$ cat src/rtl/sa_pkg.sv
// Shared systolic-array constants and helpers: sum width, column slice offsets,
// and the width of FIFO level counters.
package sa_pkg;

  function automatic int sum_width(input int data_width);
    return data_width * data_width;
  endfunction

  // Low bit of column j inside a packed multi-column bus.
  function automatic int col_lo(input int col, input int slice_width);
    return col * slice_width;
  endfunction

  function automatic int level_width(input int depth);
    return $clog2(depth) + 1;
  endfunction

endpackage

$ cat src/rtl/sa_row_fifo.sv
// First-word-fall-through row FIFO. A write while full is accepted only when a
// pop happens on the same edge; otherwise the write is ignored.
module sa_row_fifo
  import sa_pkg::*;
#(
  parameter  int WIDTH = 64,
  parameter  int DEPTH = 4,
  localparam int LW    = level_width(DEPTH)
) (
  input  logic             clk,
  input  logic             reset,
  input  logic             wr_en_i,
  input  logic [WIDTH-1:0] wr_data_i,
  input  logic             rd_en_i,
  output logic [WIDTH-1:0] rd_data_o,
  output logic             full_o,
  output logic             empty_o,
  output logic [LW-1:0]    level_o
);

  localparam int AW = LW - 1;
  localparam logic [LW-1:0] DEPTH_L = LW'(DEPTH);

  logic [WIDTH-1:0] mem_q [DEPTH];
  logic [LW-1:0]    wr_ptr_q, wr_ptr_d;
  logic [LW-1:0]    rd_ptr_q, rd_ptr_d;
  logic             push, pop;

  // Pointers carry one extra wrap bit so full and empty are distinguishable.
  assign level_o = wr_ptr_q - rd_ptr_q;
  assign full_o  = (level_o == DEPTH_L);
  assign empty_o = (level_o == '0);

  assign pop  = rd_en_i && !empty_o;
  assign push = wr_en_i && (!full_o || pop);

  assign wr_ptr_d = push ? wr_ptr_q + LW'(1) : wr_ptr_q;
  assign rd_ptr_d = pop  ? rd_ptr_q + LW'(1) : rd_ptr_q;

  // Head is forced to zero while empty so the output is clean after reset.
  assign rd_data_o = empty_o ? '0 : mem_q[rd_ptr_q[AW-1:0]];

  always_ff @(posedge clk or posedge reset) begin
    if (reset) begin
      wr_ptr_q <= '0;
      rd_ptr_q <= '0;
    end else begin
      wr_ptr_q <= wr_ptr_d;
      rd_ptr_q <= rd_ptr_d;
    end
  end

  always_ff @(posedge clk) begin
    if (push) mem_q[wr_ptr_q[AW-1:0]] <= wr_data_i;
  end

endmodule

$ cat src/rtl/sa_result_drain.sv
// Bottom-row collector: deskews the per-column partial sums into one aligned row,
// buffers rows in a FIFO and flags (never back-pressures) overflow.
module sa_result_drain
  import sa_pkg::*;
#(
  parameter  int DATA_WIDTH = 4,
  parameter  int COLS       = 4,
  parameter  int FIFO_DEPTH = 4,
  localparam int SW         = sum_width(DATA_WIDTH),
  localparam int LW         = level_width(FIFO_DEPTH)
) (
  input  logic             clk,
  input  logic             reset,
  input  logic             in_valid,
  input  logic [COLS*SW-1:0] in_sums,
  output logic             out_valid,
  input  logic             out_ready,
  output logic [COLS*SW-1:0] out_row,
  output logic [LW-1:0]    out_level,
  output logic             overflow
);

  logic [COLS*SW-1:0] aligned;
  logic               wr_en;
  logic               fifo_full, fifo_empty;
  logic               overflow_q;

  // Column j arrives j cycles late, so it waits COLS-1-j cycles to line up.
  for (genvar j = 0; j < COLS; j++) begin : g_col
    localparam int D = COLS - 1 - j;
    if (D == 0) begin : g_direct
      assign aligned[col_lo(j, SW) +: SW] = in_sums[col_lo(j, SW) +: SW];
    end else begin : g_dly
      logic [SW-1:0] dl_q [D];
      always_ff @(posedge clk or posedge reset) begin
        if (reset) begin
          for (int k = 0; k < D; k++) dl_q[k] <= '0;
        end else begin
          dl_q[0] <= in_sums[col_lo(j, SW) +: SW];
          for (int k = 1; k < D; k++) dl_q[k] <= dl_q[k-1];
        end
      end
      assign aligned[col_lo(j, SW) +: SW] = dl_q[D-1];
    end
  end

  if (COLS == 1) begin : g_vld_none
    assign wr_en = in_valid;
  end else begin : g_vld
    localparam int VW = COLS - 1;
    logic [VW-1:0] vld_q;
    always_ff @(posedge clk or posedge reset) begin
      if (reset) vld_q <= '0;
      else       vld_q <= VW'({vld_q, in_valid});
    end
    assign wr_en = vld_q[VW-1];
  end

  sa_row_fifo #(
    .WIDTH (COLS * SW),
    .DEPTH (FIFO_DEPTH)
  ) u_fifo (
    .clk       (clk),
    .reset     (reset),
    .wr_en_i   (wr_en),
    .wr_data_i (aligned),
    .rd_en_i   (out_ready),
    .rd_data_o (out_row),
    .full_o    (fifo_full),
    .empty_o   (fifo_empty),
    .level_o   (out_level)
  );

  assign out_valid = !fifo_empty;

  // A full FIFO still takes the row if the consumer frees a slot this edge.
  always_ff @(posedge clk or posedge reset) begin
    if (reset)                               overflow_q <= 1'b0;
    else if (wr_en && fifo_full && !out_ready) overflow_q <= 1'b1;
  end

  assign overflow = overflow_q;

endmodule

$ cat config.mk
export PLATFORM = sky130hd
export DESIGN_NAME = sa_result_drain
export DESIGN_NICKNAME = d
export VERILOG_FILES = /design/src/rtl/sa_pkg.sv /design/src/rtl/sa_row_fifo.sv /design/src/rtl/sa_result_drain.sv
export SDC_FILE = /design/constraint.sdc
export NUM_CORES = 1
export LEC_CHECK = 0
export BUFFER_PORTS_ARGS = -buffer_cell sky130_fd_sc_hd__buf_2
export CORE_MARGIN = 5
export CORE_UTILIZATION = 45
export CTS_BUF_LIST = sky130_fd_sc_hd__clkbuf_4
export CTS_CLUSTER_DIAMETER = 30
export DETAILED_ROUTE_END_ITERATION = 10
export SYNTH_ARGS = -nofsm -noshare
export SYNTH_HDL_FRONTEND = slang
export SYNTH_SLANG_ARGS = --single-unit
$ cat constraint.sdc
create_clock -name clk -period 6.65 [get_ports clk]
set_clock_uncertainty 0.2 [all_clocks]
set_input_delay 0.3325 -clock clk [delete_from_list [all_inputs] [get_ports clk]]
set_output_delay 0.3325 -clock clk [all_outputs]
set_load 0.01 [all_outputs]
# Word-level counts from Yosys, hierarchy flattened
# Memory sizes are Yosys's and may differ from the RTL's.
# Cells that the tools add are included.
classes:
  shifts: 0
  n_addsub: 3
  reduce_logical: 9
  div_mod_pow: 0
  muxes: 3
  n_mul: 0
  n_lt_le_gt_ge: 0
  n_eq_ne: 1
  n_bitwise: 0
ops:
  columns: ["op", "n"]
  rows:
  - ["$mux W64", 1]
  - ["$add A3 B1 Y3 const B", 2]
  - ["$logic_and A1 B1 Y1", 4]
  - ["$eq A3 B3 Y1 const B", 1]
  - ["$logic_not A1 Y1", 3]
  - ["$logic_not A3 Y1", 1]
  - ["$sub A3 B3 Y3", 1]
  - ["$mux W1", 2]
  - ["$logic_or A1 B1 Y1", 1]
totals:
  memories: 1
  romBits: 0
  mem_bits_rw: 256
  in_bits: 68
  register_bits: 106
  latch_bits: 0
mem_list:
  columns: ["memory", "depth", "word_bits", "rd", "rd_clocked_by_memory_dff", "wr", "line", "rtl"]
  rows:
  - ["u_fifo.mem_q", 4, 64, 1, 0, 1, "sa_row_fifo.sv:24", "logic [WIDTH-1:0] mem_q [DEPTH];"]

# Longest topological paths before layout
depth:
  ltp_word: 8
  depth_mapped: 8

# Modules after synthesis
# From an unflattened synthesis, not the netlist that was laid out.
unflattened:
  hier_cells: 553
  area_unflattened_um2: 12642.1
modules_own_cells:
  columns: ["mod", "area_per_inst_um2", "instances", "cells_each"]
  rows:
  - ["sa_row_fifo", 10121.0, 1, 449]
  - ["sa_result_drain", 2521.2, 1, 104]

# Least setup slack after synthesis
# No wires, ideal clock.
synth_timing:
  path_type: "reg2reg"
  start: "register u_fifo.wr_ptr_q[0]"
  end: "memory u_fifo.mem_q[3][0] (enable)"
  path_buffers: 0
  setup_slack_ns: 1.299
  path_stages_with_launch: 6
  t_arrival_ns: 4.643
  period_less_slack_ns: 5.351
  setup_time_ns: 0.507
  path_cell_list: "dfrtp_1 inv_1 ha_1 fa_1 xor3_2 a21oi_1"
synth_between:
  elab_chain_cells: 8
  word_cells_on_any_way: 10
  cone_classes: "add/sub: 1; eq/ne: 1; mux: 2; reduce/logical: 6"
synth_lines:
  columns: ["item", "line", "rtl"]
  rows:
  - ["from (decl)", "sa_row_fifo.sv:25", "logic [LW-1:0] wr_ptr_q, wr_ptr_d;"]
  - ["from (signal assigned)", "sa_row_fifo.sv:48", "wr_ptr_q <= wr_ptr_d;"]
  - ["$sub A3 B3 Y3 *", "sa_row_fifo.sv:30", "assign level_o = wr_ptr_q - rd_ptr_q;"]
  - ["net out_level[2]", "sa_result_drain.sv:19", "output logic [LW-1:0] out_level,"]
  - ["$logic_not A3 Y1", "sa_row_fifo.sv:32", "assign empty_o = (level_o == '0);"]
  - ["$logic_not A1 Y1", "sa_row_fifo.sv:34", "assign pop = rd_en_i && !empty_o;"]
  - ["$logic_and A1 B1 Y1", "sa_row_fifo.sv:34", null]
  - ["$logic_or A1 B1 Y1 *", "sa_row_fifo.sv:35", "assign push = wr_en_i && (!full_o || pop);"]
  - ["$logic_and A1 B1 Y1 *", "sa_row_fifo.sv:35", null]
  - ["$mux W1 *", "sa_row_fifo.sv:54", "if (push) mem_q[wr_ptr_q[AW-1:0]] <= wr_data_i;"]
  - ["$mux W1 (implied by the code) *", "sa_row_fifo.sv:54", null]
  - ["to (decl)", "sa_row_fifo.sv:24", null]
# Mark *: on every way through the listed nets, which the timed path passes. The rest lies on a longest branch.

# Final worst setup path
layout_timing:
  start: "register u_fifo.rd_ptr_q[1]"
  end: "output port out_row[40]"
layout_between:
  elab_chain_cells: 3
  word_cells_on_any_way: 4
  cone_classes: "add/sub: 1; mux: 1; reduce/logical: 1; memory: 1"
layout_lines:
  columns: ["item", "line", "rtl"]
  rows:
  - ["from (decl)", "sa_row_fifo.sv:26", "logic [LW-1:0] rd_ptr_q, rd_ptr_d;"]
  - ["from (signal assigned)", "sa_row_fifo.sv:49", "rd_ptr_q <= rd_ptr_d;"]
  - ["$sub A3 B3 Y3", "sa_row_fifo.sv:30", null]
  - ["$logic_not A3 Y1", "sa_row_fifo.sv:32", null]
  - ["$mux W64 *", "sa_row_fifo.sv:41", "assign rd_data_o = empty_o ? '0 : mem_q[rd_ptr_q[AW-1:0]];"]
  - ["to (decl)", "sa_result_drain.sv:18", "output logic [COLS*SW-1:0] out_row,"]
# Every way passes the cells marked *; elsewhere a longest branch is shown, timed or not.

==> results.ini <==
[status]
outcome=complete, no violations

[global_routing]
antenna_found_initial=1
grt_pass1_wl_um=36800
grt_max_degree=76
grt_pass1_vias=6949
overflow=0
grt_use_total_pct=15.3

[power]
power_leakage_uw=0.00597
powerDensity_nw_per_um2=464
p_int_uw=4960
netSwitchingFraction_pct=32.3
share_comb_of_total_power_pct=31.9
p_switching_uw=2370
power.total_uw=7330
seqPwrFrac_pct=42.5
ir_drop_v=0.000274
clkPwrFrac_pct=25.7

[detailed_routing]
drt_iter0_drc=334
wl_met3_um=1440
dr.pass1.iters=4
routed_wl_um=23100
drc_errors=0
vias=6206
top_layer=met4
wl_met1_um=9250
ant_nets=0
met2_length_um=12100
wl_per_cell_um=17.7
post_drt_via_cell_ratio=4.74

[synth]
synthArstFlopShare_pct=29.3
synth-seq-cells=362
synth.net_count=624
yosys-top-cells-area=edfxtp_1, dfrtp_1, mux4_2
synth_top_area_share_pct=61.0
seq_area_frac_synth_pct=82.1
netlist_area_sq_um=12600
ys.flop_type=edfxtp_1
yosysWarnings=0
synth-edff-count=256
avgSynthCellArea_sq_um=22.9
ys_types=25
synth_largest_area_cell=edfxtp_1
synthCells=549

[cts]
cts_root_buffer=clkbuf_4
cts_sinks=362
cts_resized=0
worstSkewPairLatency_ns=0.70
numCtsBuffers=94
cts_tree=built
cts_setup_buffers=0
cts_hold_buffers=85
h-tree-depth=3
clk_pin_slew_ns=0.06
clock_path_buffers=3

[setup_path]
cp.required_ns=6.12
crit_type=reg2out
max_stage_delay_ns=1.12
cp_max_fo=67
slowest_stage=dfrtp_4
cp_cell_sequence=fa_1 > xor3_2 > nor2_4 > buf_4 > nor2b_1 > buf_2
r2r_slack_ns=2.41
cp.arrival_ns=4.44
critPathLaunchType=register
end_kind=primary output

[die]
ios=137
start_util_pct=45.5
die_area_sq_um=31400
die_h_um=177
die_x_um=177
num_rows=61
core_sq_um=27700

[timing]
tns_ns=0
hold_viol=0
layout_setup_ws_ns=1.67
slew_violations=0
rsz0062_at_grt=no
finalCriticalPeriod_ns=4.98
setup_viol_count_final=0
timing.fmax_ghz=0.201
relSlewSlack_pct=21.6
finalCritPeriodShare_pct=74.8
tightest_slew_ns=1.17

[cells_and_area]
area_delta_synth_final_pct=25.6
n_fill_cell=2165
layout-drive-gt1-share_pct=39.5
fin_nets=924

[run]
cap_violations=0

[placement]
portBuffers=136
hpwlAfterDp_um=12300
gp_congestion=0.674
dp_slack_ns=2.22

[min_path]
hp-class=in2reg

[final cells by class]
class | count | area, sq um | share of cell area, %
multi-input combinational | 160 | 2160 | 13.6
inverter | 6 | 25.0 | 0.158
antenna | 1 | 2.50 | 0.0158
sequential | 362 | 10300 | 65.4
timing repair buffer | 225 | 1560 | 9.87
tap | 378 | 473 | 2.99
clock buffer | 141 | 1060 | 6.69
clock inverter | 37 | 190 | 1.20
[cell families after synthesis]
family	count (synthesis)	synth area share, %
muxes	67	11.7
xor gates and xnor gates	5	0.477
adders and majority gates	7	0.755
AOI/OAI and AO/OA	6	0.348
buffers and inverters	27	0.974
and+or+nand+nor	75	3.63
DFF	362	82.1
[metal layers]
| layer | vias to the layer above | GRT usage (%) |
|---|---|---|
| met3 | 30 | 3.82 |
| met4 | 0 | 6.48 |
| li1 | 2817 | - |
| met2 | 186 | 25.9 |
| met1 | 3173 | 19.0 |
| met5 | - | 0 |
[sequential cells by signal, indices dropped and copies added (netlist names)]
register / cells
aligned: 32
u_fifo.mem_q: 256
u_fifo.wr_ptr_q: 3
overflow: 1
g_col.g_dly.dl_q: 64
u_fifo.rd_ptr_q: 3
g_vld.vld_q: 3
[final timing paths]
kind / startpoint / end / cells after the start
worst max-delay path: u_fifo.rd_ptr_q[1] / out_row[40] / 6
worst min register to register: g_col[0].g_dly.dl_q[42] / g_col[0].g_dly.dl_q[26] / 0
worst min-delay path: in_valid / g_vld.vld_q[0] / 2
max in group asynchronous: reset / g_col[2].g_dly.dl_q[15] / 5
min in group asynchronous: reset / aligned[11] / 4
worst max register to register: u_fifo.rd_ptr_q[1] / u_fifo.mem_q[3][10] / 4
[Yosys cell counts (3+ instances only)]
| cell type | instances |
|---|---|
| edfxtp_1 | 256 |
| dfrtp_1 | 106 |
| mux4_2 | 64 |
| nor2b_1 | 64 |
| buf_2 | 14 |
| ha_1 | 6 |
| inv_1 | 6 |
| clkbuf_1 | 5 |
| nand2_1 | 5 |
| xnor2_1 | 4 |
| and2_1 | 3 |
| mux2_2 | 3 |
[power groups by stage]
stage / logic, uW / registers [uW] / clock network (uW)
global route: 2540 / 3170 / 2090
finish: 2340 / 3110 / 1880
global placement: 2340 / 3140 / 0
CTS: 2410 / 3130 / 1950
floorplan: 1570 / 3010 / 0
detailed placement: 2360 / 3170 / 0
[cell usage in the layout, fill, tap and decap left out, types with 3 or more instances in the layout]
cell	n
and2_4	3
buf_4	4
mux2_2	3
clkinv_1	28
clkbuf_4	141
inv_1	5
ha_1	6
mux4_2	64
dfrtp_1	104
nor2b_1	64
dlygate4sd3_1	85
nand2_1	5
edfxtp_1	256
buf_2	136
xnor2_1	4
[worst max-delay path: cells and delay by family, from the launching register on]
kind                       cells  cell delay [ns]
buffers and inverters          2             0.59
and+or+nand+nor                2             1.02
DFF                            1             1.12
xor gates and xnor gates       1             0.58
adders and majority gates      1             0.43
[metrics by stage]
| step | utilization (%) | std cells | instance area [sq um] | hold slack [ns] |
|---|---|---|---|---|
| after floorplan | - | 549 | 12600 | 0.131 |
| after global placement | 49.5 | 1046 | 13700 | 0.132 |
| after detailed placement | 49.5 | 1046 | 13700 | 0.135 |
| after CTS | 57.1 | 1309 | 15800 | 0.00727 |
| after global routing | 57.1 | 1310 | 15800 | 0.0174 |
| final | 57.1 | 1310 | 15800 | 0.0896 |
(Power assumes the default switching activity.)
